==> src/rtl/bus_pkg.sv <==
// Shared widths, FSM state encoding and counter sizing for the system bus controller.
package bus_pkg;

  localparam int BUS_AW = 32;
  localparam int BUS_DW = 32;
  localparam int BUS_SW = 4;

  typedef enum logic [1:0] {
    IDLE = 2'd0,
    ADDR = 2'd1,
    WAIT = 2'd2,
    RESP = 2'd3
  } bus_state_t;

  // The WAIT counter only ever needs to reach TIMEOUT-1.
  function automatic int cnt_width(input int timeout);
    return (timeout > 2) ? $clog2(timeout) : 1;
  endfunction

endpackage

==> src/rtl/bus_ctrl_if.sv <==
// Device-side bus bundle: the controller drives the access, busdev decoders answer.
interface bus_ctrl_if;
  import bus_pkg::*;

  logic              bus_en;
  logic [BUS_AW-1:0] bus_addr;
  logic              bus_we;
  logic [BUS_DW-1:0] bus_wdata;
  logic [BUS_SW-1:0] bus_wstrb;
  logic              bus_sel;
  logic              bus_rdy;
  logic [BUS_DW-1:0] bus_rdata;

  modport master (
    output bus_en, bus_addr, bus_we, bus_wdata, bus_wstrb,
    input  bus_sel, bus_rdy, bus_rdata
  );

  modport slave (
    input  bus_en, bus_addr, bus_we, bus_wdata, bus_wstrb,
    output bus_sel, bus_rdy, bus_rdata
  );

endinterface

==> src/rtl/rr_arbiter.sv <==
// Combinational round-robin arbiter: scans requests starting one past the last winner.
module rr_arbiter #(
  parameter int NREQ = 2,
  parameter int IW   = (NREQ > 1) ? $clog2(NREQ) : 1
) (
  input  logic [NREQ-1:0] req,
  input  logic [IW-1:0]   last,
  output logic [NREQ-1:0] gnt,
  output logic [IW-1:0]   idx,
  output logic            valid
);

  int scan;

  // Pick the first requester at or after last+1, wrapping once around the ring.
  always_comb begin
    // NOTE: every output gets a default before the loop so no path leaves one unassigned (no latch).
    gnt   = '0;
    idx   = '0;
    valid = 1'b0;
    scan  = 0;
    for (int i = 0; i < NREQ; i++) begin
      scan = int'(last) + 1 + i;
      if (scan >= NREQ) scan = scan - NREQ;
      if (!valid && req[scan]) begin
        valid     = 1'b1;
        idx       = IW'(scan);
        gnt[scan] = 1'b1;
      end
    end
  end

endmodule

==> src/rtl/bus_ctrl.sv <==
// Shared system bus sequencer: arbitrates requesters, runs one access at a time,
// and returns ack/err with a timeout for unclaimed or hung addresses.
module bus_ctrl
  import bus_pkg::*;
#(
  parameter int NREQ    = 2,
  parameter int TIMEOUT = 16
) (
  input  logic                 clk,
  input  logic                 rst,
  input  logic [NREQ-1:0]      req,
  input  logic [NREQ-1:0]      we,
  input  logic [NREQ*BUS_AW-1:0] addr,
  input  logic [NREQ*BUS_DW-1:0] wdata,
  input  logic [NREQ*BUS_SW-1:0] wstrb,
  output logic [NREQ-1:0]      gnt,
  output logic [NREQ-1:0]      ack,
  output logic [NREQ-1:0]      err,
  output logic [BUS_DW-1:0]    rdata,
  bus_ctrl_if.master           bus
);

  localparam int IW    = (NREQ > 1) ? $clog2(NREQ) : 1;
  localparam int CNT_W = cnt_width(TIMEOUT);

  bus_state_t        state;
  logic [IW-1:0]     idx_q;
  logic [IW-1:0]     last_q;
  logic [NREQ-1:0]   gnt_q;
  logic [BUS_AW-1:0] addr_q;
  logic              we_q;
  logic [BUS_DW-1:0] wdata_q;
  logic [BUS_SW-1:0] wstrb_q;
  logic [BUS_DW-1:0] rdata_q;
  logic              err_q;
  logic [CNT_W-1:0]  cnt_q;

  logic [NREQ-1:0]   arb_gnt;
  logic [IW-1:0]     arb_idx;
  logic              arb_valid;

  rr_arbiter #(.NREQ(NREQ), .IW(IW)) u_arb (
    .req   (req),
    .last  (last_q),
    .gnt   (arb_gnt),
    .idx   (arb_idx),
    .valid (arb_valid)
  );

  // Transaction sequencer: arbitration, request latching, device wait and timeout.
  always_ff @(posedge clk) begin
    // NOTE: state registers use non-blocking assignments so every flop samples pre-edge values.
    if (rst) begin
      state   <= IDLE;
      idx_q   <= '0;
      last_q  <= IW'(NREQ - 1);
      gnt_q   <= '0;
      addr_q  <= '0;
      we_q    <= 1'b0;
      wdata_q <= '0;
      wstrb_q <= '0;
      rdata_q <= '0;
      err_q   <= 1'b0;
      cnt_q   <= '0;
    end else begin
      unique case (state)
        IDLE: begin
          if (arb_valid) begin
            idx_q   <= arb_idx;
            gnt_q   <= arb_gnt;
            addr_q  <= addr[BUS_AW*arb_idx +: BUS_AW];
            we_q    <= we[arb_idx];
            wdata_q <= wdata[BUS_DW*arb_idx +: BUS_DW];
            wstrb_q <= wstrb[BUS_SW*arb_idx +: BUS_SW];
            rdata_q <= '0;
            err_q   <= 1'b0;
            state   <= ADDR;
          end
        end
        ADDR: begin
          if (!bus.bus_sel) begin
            err_q <= 1'b1;
            state <= RESP;
          end else if (bus.bus_rdy) begin
            if (!we_q) rdata_q <= bus.bus_rdata;
            state <= RESP;
          end else begin
            cnt_q <= CNT_W'(1);
            state <= WAIT;
          end
        end
        WAIT: begin
          // A late bus_rdy beats the timeout when both land in the same cycle.
          if (bus.bus_rdy) begin
            if (!we_q) rdata_q <= bus.bus_rdata;
            state <= RESP;
          end else if (cnt_q == CNT_W'(TIMEOUT - 1)) begin
            err_q <= 1'b1;
            state <= RESP;
          end else begin
            cnt_q <= cnt_q + CNT_W'(1);
          end
        end
        RESP: begin
          last_q <= idx_q;
          gnt_q  <= '0;
          state  <= IDLE;
        end
      endcase
    end
  end

  // Bus side: latched fields persist; only bus_en qualifies the access.
  assign bus.bus_en    = (state == ADDR) || (state == WAIT);
  assign bus.bus_addr  = addr_q;
  assign bus.bus_we    = we_q;
  assign bus.bus_wdata = wdata_q;
  assign bus.bus_wstrb = wstrb_q;
  assign gnt           = gnt_q;

  // Requester side: one-cycle response, read data exposed only on a successful read.
  always_comb begin
    ack   = '0;
    err   = '0;
    rdata = '0;
    if (state == RESP) begin
      ack = gnt_q;
      if (err_q) err   = gnt_q;
      else       rdata = rdata_q;
    end
  end

endmodule

==> src/flat_wrapper.sv <==
// flat-port wrapper written by rule: the top's interface ports become plain ports
module bus_ctrl_flat import bus_pkg::*;
#(
  parameter int NREQ    = 2,
  parameter int TIMEOUT = 16
)
  (clk, rst, req, we, addr, wdata, wstrb, gnt, ack, err, rdata, bus_bus_en, bus_bus_addr, bus_bus_we, bus_bus_wdata, bus_bus_wstrb, bus_bus_sel, bus_bus_rdy, bus_bus_rdata);
  bus_ctrl_if bus_i ();
  input  logic clk;
  input  logic rst;
  input  logic [NREQ-1:0] req;
  input  logic [NREQ-1:0] we;
  input  logic [NREQ*BUS_AW-1:0] addr;
  input  logic [NREQ*BUS_DW-1:0] wdata;
  input  logic [NREQ*BUS_SW-1:0] wstrb;
  output logic [NREQ-1:0] gnt;
  output logic [NREQ-1:0] ack;
  output logic [NREQ-1:0] err;
  output logic [BUS_DW-1:0] rdata;
  output wire logic [$bits(bus_i.bus_en)-1:0] bus_bus_en;
  output wire logic [$bits(bus_i.bus_addr)-1:0] bus_bus_addr;
  output wire logic [$bits(bus_i.bus_we)-1:0] bus_bus_we;
  output wire logic [$bits(bus_i.bus_wdata)-1:0] bus_bus_wdata;
  output wire logic [$bits(bus_i.bus_wstrb)-1:0] bus_bus_wstrb;
  input wire logic [$bits(bus_i.bus_sel)-1:0] bus_bus_sel;
  input wire logic [$bits(bus_i.bus_rdy)-1:0] bus_bus_rdy;
  input wire logic [$bits(bus_i.bus_rdata)-1:0] bus_bus_rdata;
  assign bus_bus_en = bus_i.bus_en;
  assign bus_bus_addr = bus_i.bus_addr;
  assign bus_bus_we = bus_i.bus_we;
  assign bus_bus_wdata = bus_i.bus_wdata;
  assign bus_bus_wstrb = bus_i.bus_wstrb;
  assign bus_i.bus_sel = bus_bus_sel;
  assign bus_i.bus_rdy = bus_bus_rdy;
  assign bus_i.bus_rdata = bus_bus_rdata;
  bus_ctrl #(.NREQ(NREQ), .TIMEOUT(TIMEOUT)) u_core (.clk(clk), .rst(rst), .req(req), .we(we), .addr(addr), .wdata(wdata), .wstrb(wstrb), .gnt(gnt), .ack(ack), .err(err), .rdata(rdata), .bus(bus_i));
endmodule
==> config.mk <==
export PLATFORM = sky130hd
export DESIGN_NAME = bus_ctrl_flat
export DESIGN_NICKNAME = d
export VERILOG_FILES = /design/src/rtl/bus_pkg.sv /design/src/rtl/bus_ctrl_if.sv /design/src/rtl/rr_arbiter.sv /design/src/rtl/bus_ctrl.sv /design/src/flat_wrapper.sv
export SDC_FILE = /design/constraint.sdc
export NUM_CORES = 1
export LEC_CHECK = 0
export ABC_AREA = 1
export CAP_MARGIN = 0
export CORE_MARGIN = 3
export CORE_UTILIZATION = 45
export CTS_BUF_LIST = sky130_fd_sc_hd__clkbuf_4 sky130_fd_sc_hd__clkbuf_8
export DETAILED_ROUTE_END_ITERATION = 16
export PLACE_DENSITY = 0.95
export SLEW_MARGIN = 40
export SYNTH_ARGS = -nofsm -noshare
export SYNTH_HDL_FRONTEND = slang
export SYNTH_SLANG_ARGS = --single-unit
==> constraint.sdc <==
create_clock -name clk -period 4.4 [get_ports clk]
set_input_delay 1.32 -clock clk [delete_from_list [all_inputs] [get_ports clk]]
set_output_delay 1.32 -clock clk [all_outputs]
set_load 0.05 [all_outputs]
# == Word-level counts from Yosys, hierarchy flattened ==
# Index checks and enable logic that the tools add are counted.
# totals
ff_bits,112
output_inout_bits,108
wordCells,102
# op_classes
add_sub_neg,5
order_cmp,7
eq_ne,12
shifts,3
n_mux,48
n_bitwise,1
n_reduce_logical,15
# ops
operator,count
32-bit two-way mux,8
64-bit by 7-bit indexed part select with 32-bit output,2
32-bit case mux with 3 select lines,1
"32-bit by 1-bit greater-or-equal comparator with 1-bit output, second input constant",2
"32-bit by 3-bit less-than comparator with 1-bit output, second input constant",2
"32-bit by 3-bit greater-or-equal comparator with 1-bit output, second input constant",1
"32-bit by 3-bit subtractor with 32-bit output, second input constant",1
2-bit two-way mux,10
1-bit two-way mux,19
4-bit two-way mux,4
"2-bit inequality test, second input constant",5
5-bit AND reduction,2
2-bit case mux with 4 select lines,1
4-bit case mux with 2 select lines,1
8-bit by 4-bit indexed part select with 4-bit output,1
2-bit AND reduction,3
"4-bit by 1-bit adder with 4-bit output, second input constant",1
"2-bit equality test, second input constant",2
"4-bit equality test, second input constant",1
"2-bit by 1-bit inequality test with 1-bit output, second input constant",2
2-bit case mux with 2 select lines,1
2-bit nonzero test,2
"3-bit by 2-bit subtractor with 4-bit output, second input constant",1
"2-bit by 1-bit adder with 3-bit output, second input constant",1
other kinds (14),17

# == Depth between registers and ports, before layout ==
# logic_depth
ltp_word,12
ltp_mapped,11
mapped_depth_nobuf,9

# == Cells and area by module ==
# From an unflattened synthesis, not the netlist that was laid out.
# unflattened
hier_cells,849
hier_area_um2,5562.8
# modules_own_cells
module,instances,cells_per_inst,area_per_inst_um2,seq_area_each_um2
bus_ctrl,1,842,5532.8,2242.2
rr_arbiter,1,7,30.0,0.0

# == Worst setup path before layout ==
# OpenSTA, ideal clock, no wires.
# synth_timing
path_type,flip-flop to output port
startpoint,register u_core.state[0]
endpoint,output port rdata[0]
arrival_ns,1.644
slack_ns,1.436
path_stages_with_launch,5
n_path_buf,1
cell_sequence,dfxtp_1 ha_1 nand2_1 clkbuf_1 nor2_1
# synth_via
elab_chain_len,2
# synth_lines
item,line,source
"start, declared",bus_ctrl.sv:26,bus_state_t state;
"start signal, assigned",bus_ctrl.sv:54,state <= IDLE;
"start signal, assigned",bus_ctrl.sv:77,state <= ADDR;
"start signal, assigned",bus_ctrl.sv:83,state <= RESP;
2-bit equality test,bus_ctrl.sv:126,if (state == RESP) begin
32-bit two-way mux,bus_ctrl.sv:126,
"end, declared",flat_wrapper.sv:19,output logic [BUS_DW-1:0] rdata;
# No other way between the ends.

# == Final worst setup path ==
# layout_timing
startpoint,register u_core.state[0]
endpoint,output port rdata[12]
# Same word-level chain as after synthesis.

==> metrics <==
Seq/Total Area, Yosys=0.397; RSZ-0062 raised after global routing=false; Hold WS=0.474 ns; main area contributors after synthesis=dfxtp_1 40%, nand2_1 20%, nor2_1 16%, o21ai_0 6.0%, nand3_1 3.7%; Crit path max-delay family=buffers and inverters; Hold Fails Final Rpt=0; Critical Path Source Type=register; Worst EP arrival=about 2.4 ns; part of the power in combinational logic=0.618; Worst EP required=a little over 3 ns; Final Cell Area=around 0.0087 sq mm; area of the die=about 0.014 sq mm; TritonCTS Buffers=9; H-tree depth=3; status=finished, final reports clean; Post-synth top cells=307 x nand2_1, 235 x nor2_1, 112 x dfxtp_1, 68 x o21ai_0, 50 x inv_1; filler instances=947; hold_buf cts=0; Post-Synthesis Cells=roughly 900; Post-CTS Repair Setup Buffers=0; pin count of the biggest net entering global routing=71; Port Buf Inserts=283; share of cells above drive strength 1=0.0386; row count=40; Syn Area/Cell=6.16 sq um; Post-synth ARST share=0; vias per cell=4.88; DRC Markers=0; met3 WL post-DR=between 1500 and 2000 um; Worst-path clk slew=0.10 ns; Worst Hold Class=reg -> reg; metal1 wirelength=6960 um; final clock skew=0.00953 ns; I/O pin count=284; Pwr Density=671 mW/mm^2; Net count, final=1347; Post-synth EDFFs=0; Post-DP Area=0.00846 sq mm; sequential share of power=0.274; max cap viols=0; worst-margin pin slew=between 0.7 and 0.8 ns; grt ovf=0; drt pass-1 iters=5; setup slack at placement=1.03 ns; Worst setup EP type=output pin; clock network power share=0.108; antenna violations before repair=0; First DRT Iteration DRCs=567; Final Cycle Share=0.853; Primary FF master, synth=dfxtp_1; WS Path Type=reg -> out; final setup fails=0; Highest Signal Layer=met4; worst skew pair latency=0.37 ns; DR vias=6518; Worst path max stage delay=approximately 0.83 ns; Tmin final=3.75 ns; Antenna diodes=0; mapped cell area=0.00565 sq mm; Root Buffer Master=clkbuf_8; Finished Core Util=0.712; CORE AREA=around 0.012 sq mm; Yosys top cell by area=dfxtp_1; DRT Wirelength=18500 um; Setup TNS Final=0 ns; chip width=118 um; global-route wire length before repair=29500 um; vias in the first global route=6126; clk sink count=112; fin. max-slew vios=0; Area growth syn-to-layout=53.2%; CTS Buffer Depth=2; Starting Density=0.465; Max Freq=0.266 GHz; Max-slew headroom=0.484; synthesized net count=roughly 1100; design internal power=2850 uW; slack of the critical path=around 0.65 ns; Yosys warnings=0; Leakage=slightly below 0.004 uW; crit-path cells=ha_1 > nand2_1 > buf_4 > nor2_1 > clkdlybuf4s50_1; HPWL Detailed=approximately 13000 um; Synth Register Bits=112; Worst Path Buf+Inv=2; GRT Overall Usage=0.255; area share of the largest cell type after synthesis=0.397; footprint of the multi-input gates=0.00289 sq mm; Antenna Violating Nets Remaining=0; Net Sw Power=2960 uW; critical path peak fanout=32; gpl congestion=0.853; Register Area=0.00224 sq mm; CTS tree=yes; height of the die=118 um; sw frac=0.510; Post-CTS Resized=0; DR WL met2=9380 um; DR WL/cell=13.9 um; Unique masters post-synth=28; most common cell in the synthesized netlist=nand2_1; VDD IR-drop max=roughly 0.38 mV; CP max-delay cell=clkdlybuf4s50_1
[worst min-delay path: stages, from the launching register on]
cell and delay, ns:
dfxtp_1 0.34, nor2_1 0.05, nor2_1 0.06
[cell usage in the layout (no fill, tap or decap)]
| cell | netlist | routed |
|---|---|---|
| nand3_1 | 42 | 42 |
| nand2_4 | 1 | 1 |
| clkdlybuf4s50_1 | 0 | 283 |
| nor3_1 | 1 | 1 |
| inv_1 | 50 | 49 |
| nor2_2 | 11 | 11 |
| nor2_1 | 235 | 235 |
| buf_12 | 1 | 1 |
| nand3b_1 | 1 | 1 |
| nand3_2 | 1 | 1 |
| buf_4 | 3 | 8 |
| a21oi_1 | 10 | 10 |
| nand2_1 | 307 | 307 |
| inv_2 | 4 | 5 |
| o211ai_1 | 1 | 1 |
| o2111ai_1 | 1 | 1 |
| clkbuf_8 | 0 | 11 |
| inv_4 | 1 | 1 |
| nor2_4 | 1 | 1 |
| o21ai_0 | 68 | 68 |
| clkinv_2 | 0 | 1 |
| ha_1 | 7 | 7 |
| bufinv_16 | 0 | 1 |
| nand2_2 | 2 | 2 |
| o21ai_1 | 5 | 5 |
| clkinvlp_4 | 0 | 1 |
| dfxtp_1 | 112 | 112 |
[power by group through the flow]
stage               clock [uW]  sequential [uW]  combinational [uW]
floorplan                    0             2440                1760
global placement             0             1590                3530
detailed placement           0             1610                3580
CTS                        639             1590                3610
global route               669             1640                3940
finish                     627             1590                3590
[flip-flops by register name, indices dropped and copies added, names as in the netlist]
| name | flops |
|---|---|
| u_core.bus.bus_addr | 32 |
| u_core.bus.bus_wdata | 32 |
| u_core.bus.bus_we | 1 |
| u_core.bus.bus_wstrb | 4 |
| u_core.cnt_q | 4 |
| u_core.err_q | 1 |
| u_core.gnt | 2 |
| u_core.idx_q | 1 |
| u_core.last_q | 1 |
| u_core.rdata_q | 32 |
| u_core.state | 2 |
[final cells by class]
type,count,share of cell area
inverter,55,0.0241
sequential,112,0.259
clock inverter,3,0.00491
multi-input combinational,694,0.334
tap,168,0.0243
timing repair buffer,292,0.336
clock buffer,11,0.0175
[path summary, 6_finish.rpt]
path         depth (start not counted)         startpoint  slack (ns)                  to
max reg2reg                         11    u_core.state[0]        1.83  u_core.rdata_q[18]
max                                  5    u_core.state[0]        0.65           rdata[12]
min reg2reg                          2  u_core.rdata_q[1]        0.47   u_core.rdata_q[1]
min                                  2  u_core.rdata_q[1]        0.47   u_core.rdata_q[1]
[per-layer routing]
| layer | up-vias | track usage |
|---|---|---|
| li1 | 3280 | - |
| met2 | 275 | 0.446 |
| met5 | - | 0 |
| met4 | 0 | 0.106 |
| met3 | 45 | 0.0769 |
| met1 | 2918 | 0.286 |
[metrics by stage]
step,total power (uW),cells
global placement,5120,1321
detailed placement,5190,1321
finish,5810,1335
floorplan,4200,918
CTS,5840,1335
global route,6240,1335
[kinds of logic (layout without fill, tap and decap cells)]
| logic type | Yosys count | after routing | share of synthesized area |
|---|---|---|---|
| buffers and inverters | 112 | 361 | 0.0921 |
| flip-flops | 112 | 112 | 0.397 |
| adder cells (fa/ha/maj) | 7 | 7 | 0.0155 |
| AND/OR/NAND/NOR | 602 | 602 | 0.419 |
| AO/OA/AOI/OAI | 85 | 85 | 0.0764 |
Note: power is estimated with default switching activity, not from simulation.
==> RTL change 1 (same flow settings) <==
Set the package constant `BUS_AW` to 16 (it was 32).
--- a/src/rtl/bus_pkg.sv
+++ b/src/rtl/bus_pkg.sv
@@ -2,5 +2,5 @@
 package bus_pkg;
 
-  localparam int BUS_AW = 32;
+  localparam int BUS_AW = 16;
   localparam int BUS_DW = 32;
   localparam int BUS_SW = 4;
Ports: changed (resized addr and bus_bus_addr); port bits go from 284 to 236. No check against the original RTL was run, so the function may have changed too.
==> RTL change 1 against the unedited design <==
  * Wire length fell by 21%
  * Synthesized area fell by 14%
  * Sequential cell count fell by 16
  * Core utilization fell by 0.51 points
  * Critical path depth fell by 1
  * Setup slack got worse by 130 ps
  * Power fell by 15%
  * Sequential share of layout area rose by 0.21 points
  * Design area fell by 15%
  * Critical endpoint is now rdata[24]
==> RTL change 1: results (changes against the unedited design) <==
----------------------------------------------------
[Placement]
  Weighted congestion at the end of routability-driven global placement ... 0.886 (was 0.853)
  Number of instances in the placed design ... 1124 (was 1321)
  Cell Area, Placed ... 0.00719 mm2 (was 0.00846 mm2)

[Critical path]
  Worst Reg-to-Reg Cells ... 10 (was 11)
  Arr. time, crit path ... 2560 ps (was 2430 ps)
  RR Endpoint ... u_core.rdata_q[21] (was u_core.rdata_q[18])
  Critical Path Sink ... rdata[24] (was rdata[12])

[Synthesis]
  Post-synthesis net count ... 945 (was 1101)
  Share of Yosys cell area claimed by the top area cell type ... 39.5% (was 39.7%)
  Seq/Total Area, Yosys ... 39.5% (was 39.7%)
  Compound-gate portion of the synthesized area ... 7.38% (was 7.64%)
  Top post-synthesis cells by area ... dfxtp_1, nand2_1, nor2_1, nand3_1, inv_1 (was dfxtp_1, nand2_1, nor2_1, o21ai_0, nand3_1)
  Synth unique cells ... 26 (was 28)
  Cells after Synth ... 794 (was 918)

[STA]
  Minimum clock period after layout ... 3880 ps (was 3750 ps)
  Worst slew margin ... 56.7% (was 48.4%)
  Setup clock skew after layout ... 10.7 ps (was 9.53 ps)
  Worst hold slack ... 473 ps (was 474 ps)

[Global routing]
  Global Route Usage Sum ... 24.2% (was 25.5%)
  Maximum number of pins on one net before global-route repair ... 56 (was 71)
  First-pass GRT wire length ... 23.3 mm (was 29.5 mm)
  Number of global-route vias before repair ... 4974 (was 6126)

[Drt]
  Final Routed Wirelength ... 14.7 mm (was 18.5 mm)
  Number of DRC violations after detailed-routing iteration 0 ... 414 (was 567)
  Count of TritonRoute iterations in the first routing pass ... 4 (was 5)

[Run status]
  Result of the run ... complete, no violations (unchanged)

[Pwr]
  Net Sw Power ... 2.51 mW (was 2.96 mW)
  Share of power burned in combinational logic ... 61.9% (was 61.8%)
  Worst IR drop on VDD ... 0.381 mV (was 0.377 mV)
  Power in sequential cells ... 1.35 mW (was 1.59 mW)

[Finish]
  Number of filler cells placed in the layout ... 838 (was 947)
  Fin nets ... 1150 (was 1347)

[Min path]
  Beginning of the worst hold path ... u_core.idx_q (was u_core.rdata_q[1])

----------------------------------------------------
-- RTL change 1: cell types whose count changed in the layout (fill, tap and decap cells not counted), sizes merged --
cell and change:
buf -3, bufinv -1, clkbuf -1, clkdlybuf4s50 -48, clkinv +4, dfxtp -16
inv -1, nand2 -47, nor2 -35, o21a +1, o21ai -16
-- RTL change 1: layout make-up --
| class | instances | area, um2 | area share, % |
|---|---|---|---|
| Clock buffer | 10 | 131 | 1.78 |
| Clock inverter | 6 | 36.3 | 0.493 |
| Inverter | 54 | 205 | 2.79 |
| Multi-Input combinational cell | 597 | 2490 | 33.8 |
| Sequential cell | 96 | 1920 | 26.1 |
| Tap cell | 136 | 170 | 2.31 |
| Timing Repair Buffer | 241 | 2410 | 32.7 |
-- RTL change 1: metal layers --
layer	track usage [%]	vias up
met5	0	-
met1	28.0	2390
li1	-	2824
met3	9.32	27
met4	7.75	0
met2	40.9	209
-- RTL change 1: worst min-delay path: stages (launching register included) --
cell and delay [ps]:
dfxtp_1 320, nand2_1 60, a21oi_1 50
==> RTL change 2 (same flow settings) <==
Without the edit above. Put a register stage on the output `err`, cleared by the reset. The value now appears one clock later. The other outputs are not delayed to match.
--- a/src/rtl/bus_ctrl.sv
+++ b/src/rtl/bus_ctrl.sv
@@ -23,4 +23,6 @@
   localparam int IW    = (NREQ > 1) ? $clog2(NREQ) : 1;
   localparam int CNT_W = cnt_width(TIMEOUT);
+
+  logic [NREQ-1:0] err_d;
 
   bus_state_t        state;
@@ -122,10 +124,18 @@
   always_comb begin
     ack   = '0;
-    err   = '0;
+    err_d = '0;
     rdata = '0;
     if (state == RESP) begin
       ack = gnt_q;
-      if (err_q) err   = gnt_q;
+      if (err_q) err_d = gnt_q;
       else       rdata = rdata_q;
+    end
+  end
+
+  always_ff @(posedge clk) begin
+    if (rst) begin
+      err <= '0;
+    end else begin
+      err <= err_d;
     end
   end
Check against the original RTL: not equivalent (Yosys sat finds a counterexample within 4 cycles, from zero or initial values and one cycle with rst high).
==> RTL change 2 against the unedited design <==
  * Design area rose by 5.4%
  * Setup slack worse by 94 ps
  * Wire length grew 4.5%
  * Power grew 15%
  * Combinational power up 8.9%
  * Count of clock-buffer cells in the layout rose by 12
  * Sequential cell count rose by 2
  * Synthesized area grew 3.1%
  * Sequential power is 3% higher
==> RTL change 2: results (changes against the unedited design) <==
----------------------------------------------------
[Run status]
  Result of the run ... complete, no violations (unchanged)

[Clock network]
  Clk root buf ... clkbuf_8 (unchanged)
  Hold_buf cts ... 0 (unchanged)
  Insertion delay to the later sink of the worst-skew pair ... 430 ps (was 370 ps)
  Post-CTS setup-driven buffer insertion count ... 0 (unchanged)
  Clock buffer count from CTS ... 17 (was 9)
  Clock-pin slew on the worst setup and hold paths ... 70 ps (was 100 ps)
  H-tree levels ... 4 (was 3)

[Placement]
  Weighted congestion at the end of routability-driven global placement ... 0.885 (was 0.853)
  Number of instances in the placed design ... 1355 (was 1321)
  Cell Area, Placed ... 0.00867 mm2 (was 0.00846 mm2)
  HPWL reported at the end of detailed placement ... 14.1 mm (was 13.3 mm)

[Synthesis]
  Seq/Total Area, Yosys ... 39.2% (was 39.7%)
  Cells after Synth ... 953 (was 918)
  Synth cell count leaders ... nand2_1, nor2_1, dfxtp_1 (unchanged)
  Post-synthesis net count ... 1137 (was 1101)
  Number of warnings issued by yosys ... 0 (unchanged)
  Leading register cell type out of synthesis ... dfxtp_1 (unchanged)
  Top post-synthesis cells by area ... dfxtp_1, nand2_1, nor2_1, o21ai_0, inv_1 (was dfxtp_1, nand2_1, nor2_1, o21ai_0, nand3_1)
  Synth unique cells ... 23 (was 28)

[Drt]
  Post-detailed-route via-to-cell ratio ... 4.80 (was 4.88)
  Number of DRC violations after detailed-routing iteration 0 ... 498 (was 567)
  Final Routed Wirelength ... 19.3 mm (was 18.5 mm)

[STA]
  Setup clock skew after layout ... 11.5 ps (was 9.53 ps)
  Worst slew margin ... 50.3% (was 48.4%)

[Pwr]
  Worst IR drop on VDD ... 0.363 mV (was 0.377 mV)
  Static leakage ... 4.30 nW (was 3.89 nW)
  Net Sw Power ... 3.26 mW (was 2.96 mW)

[Global routing]
  First-pass GRT wire length ... 30.8 mm (was 29.5 mm)
  Global Route Usage Sum ... 26.7% (was 25.5%)
  Number of global-route vias before repair ... 6216 (was 6126)
  Maximum number of pins on one net before global-route repair ... 72 (was 71)

[Critical path]
  Arr. time, crit path ... 2530 ps (was 2430 ps)

[Finish]
  Layout cells sized above 1 ... 4.92% (was 3.86%)
  Final cell count without fillers ... 1387 (was 1335)
  Number of filler cells placed in the layout ... 906 (was 947)

----------------------------------------------------
-- RTL change 2: layout make-up --
type	instances	area (um2)	share of cell area [%]
clock inverter	9	151	1.66
inverter	87	327	3.58
clock buffer	23	304	3.33
sequential	114	2280	25.0
multi-input combinational	693	2900	31.8
timing repair buffer	293	2950	32.3
tap	168	210	2.30
-- RTL change 2: layer usage --
layer  part of all wire (%)  global-route usage (%)  vias up
met2                     48                    44.4      279
met5                      0                       0        -
met4                    4.0                    12.2        0
met1                     39                    30.5     2923
met3                    8.9                    10.0       55
li1                       -                       -     3397
-- RTL change 2: power groups by stage --
stage | combinational (mW) | clock, mW | sequential (mW)
4_1_cts | 3.91 | 1.13 | 1.64
3_5_place_dp | 3.88 | 0 | 1.66
2_1_floorplan | 1.84 | 0 | 2.61
5_1_grt | 4.28 | 1.18 | 1.69
6_report | 3.91 | 1.11 | 1.64
3_3_place_gp | 3.81 | 0 | 1.64
-- RTL change 2: per-stage QoR --
stage	setup slack [ps]	hold WS, ps
5_1_grt	351	493
4_1_cts	523	469
2_1_floorplan	1420	439
3_3_place_gp	1060	455
6_report	552	469
3_5_place_dp	973	459
-- RTL change 2: kinds of logic (layout without fill, tap and decap cells) --
family / Yosys count / count (layout) / share of synthesized area, %
AO/OA/AOI/OAI: 84 / 84 / 7.47
XOR/XNOR: 1 / 1 / 0.150
adder cells (fa/ha/maj): 8 / 8 / 1.72
buffers and inverters: 146 / 412 / 11.0
flip-flops: 114 / 114 / 39.2
AND/OR/NAND/NOR: 600 / 600 / 40.5
-- RTL change 2: critical path, delay by kind of cell (launching register included) --
kind / cells / cell delay (ps)
adder cells (fa/ha/maj): 1 / 360
buffers and inverters: 2 / 1060
flip-flops: 1 / 440
AND/OR/NAND/NOR: 2 / 240
-- RTL change 2: path summary, 6_finish.rpt --
path                                      start            endpoint  slack, ps  cells past startpoint
worst min-delay path               u_core.idx_q        u_core.idx_q        470                      2
worst min register to register     u_core.idx_q        u_core.idx_q        470                      2
worst max-delay path            u_core.state[0]           rdata[24]        550                      5
worst max register to register  u_core.state[0]  u_core.rdata_q[29]       1600                      9
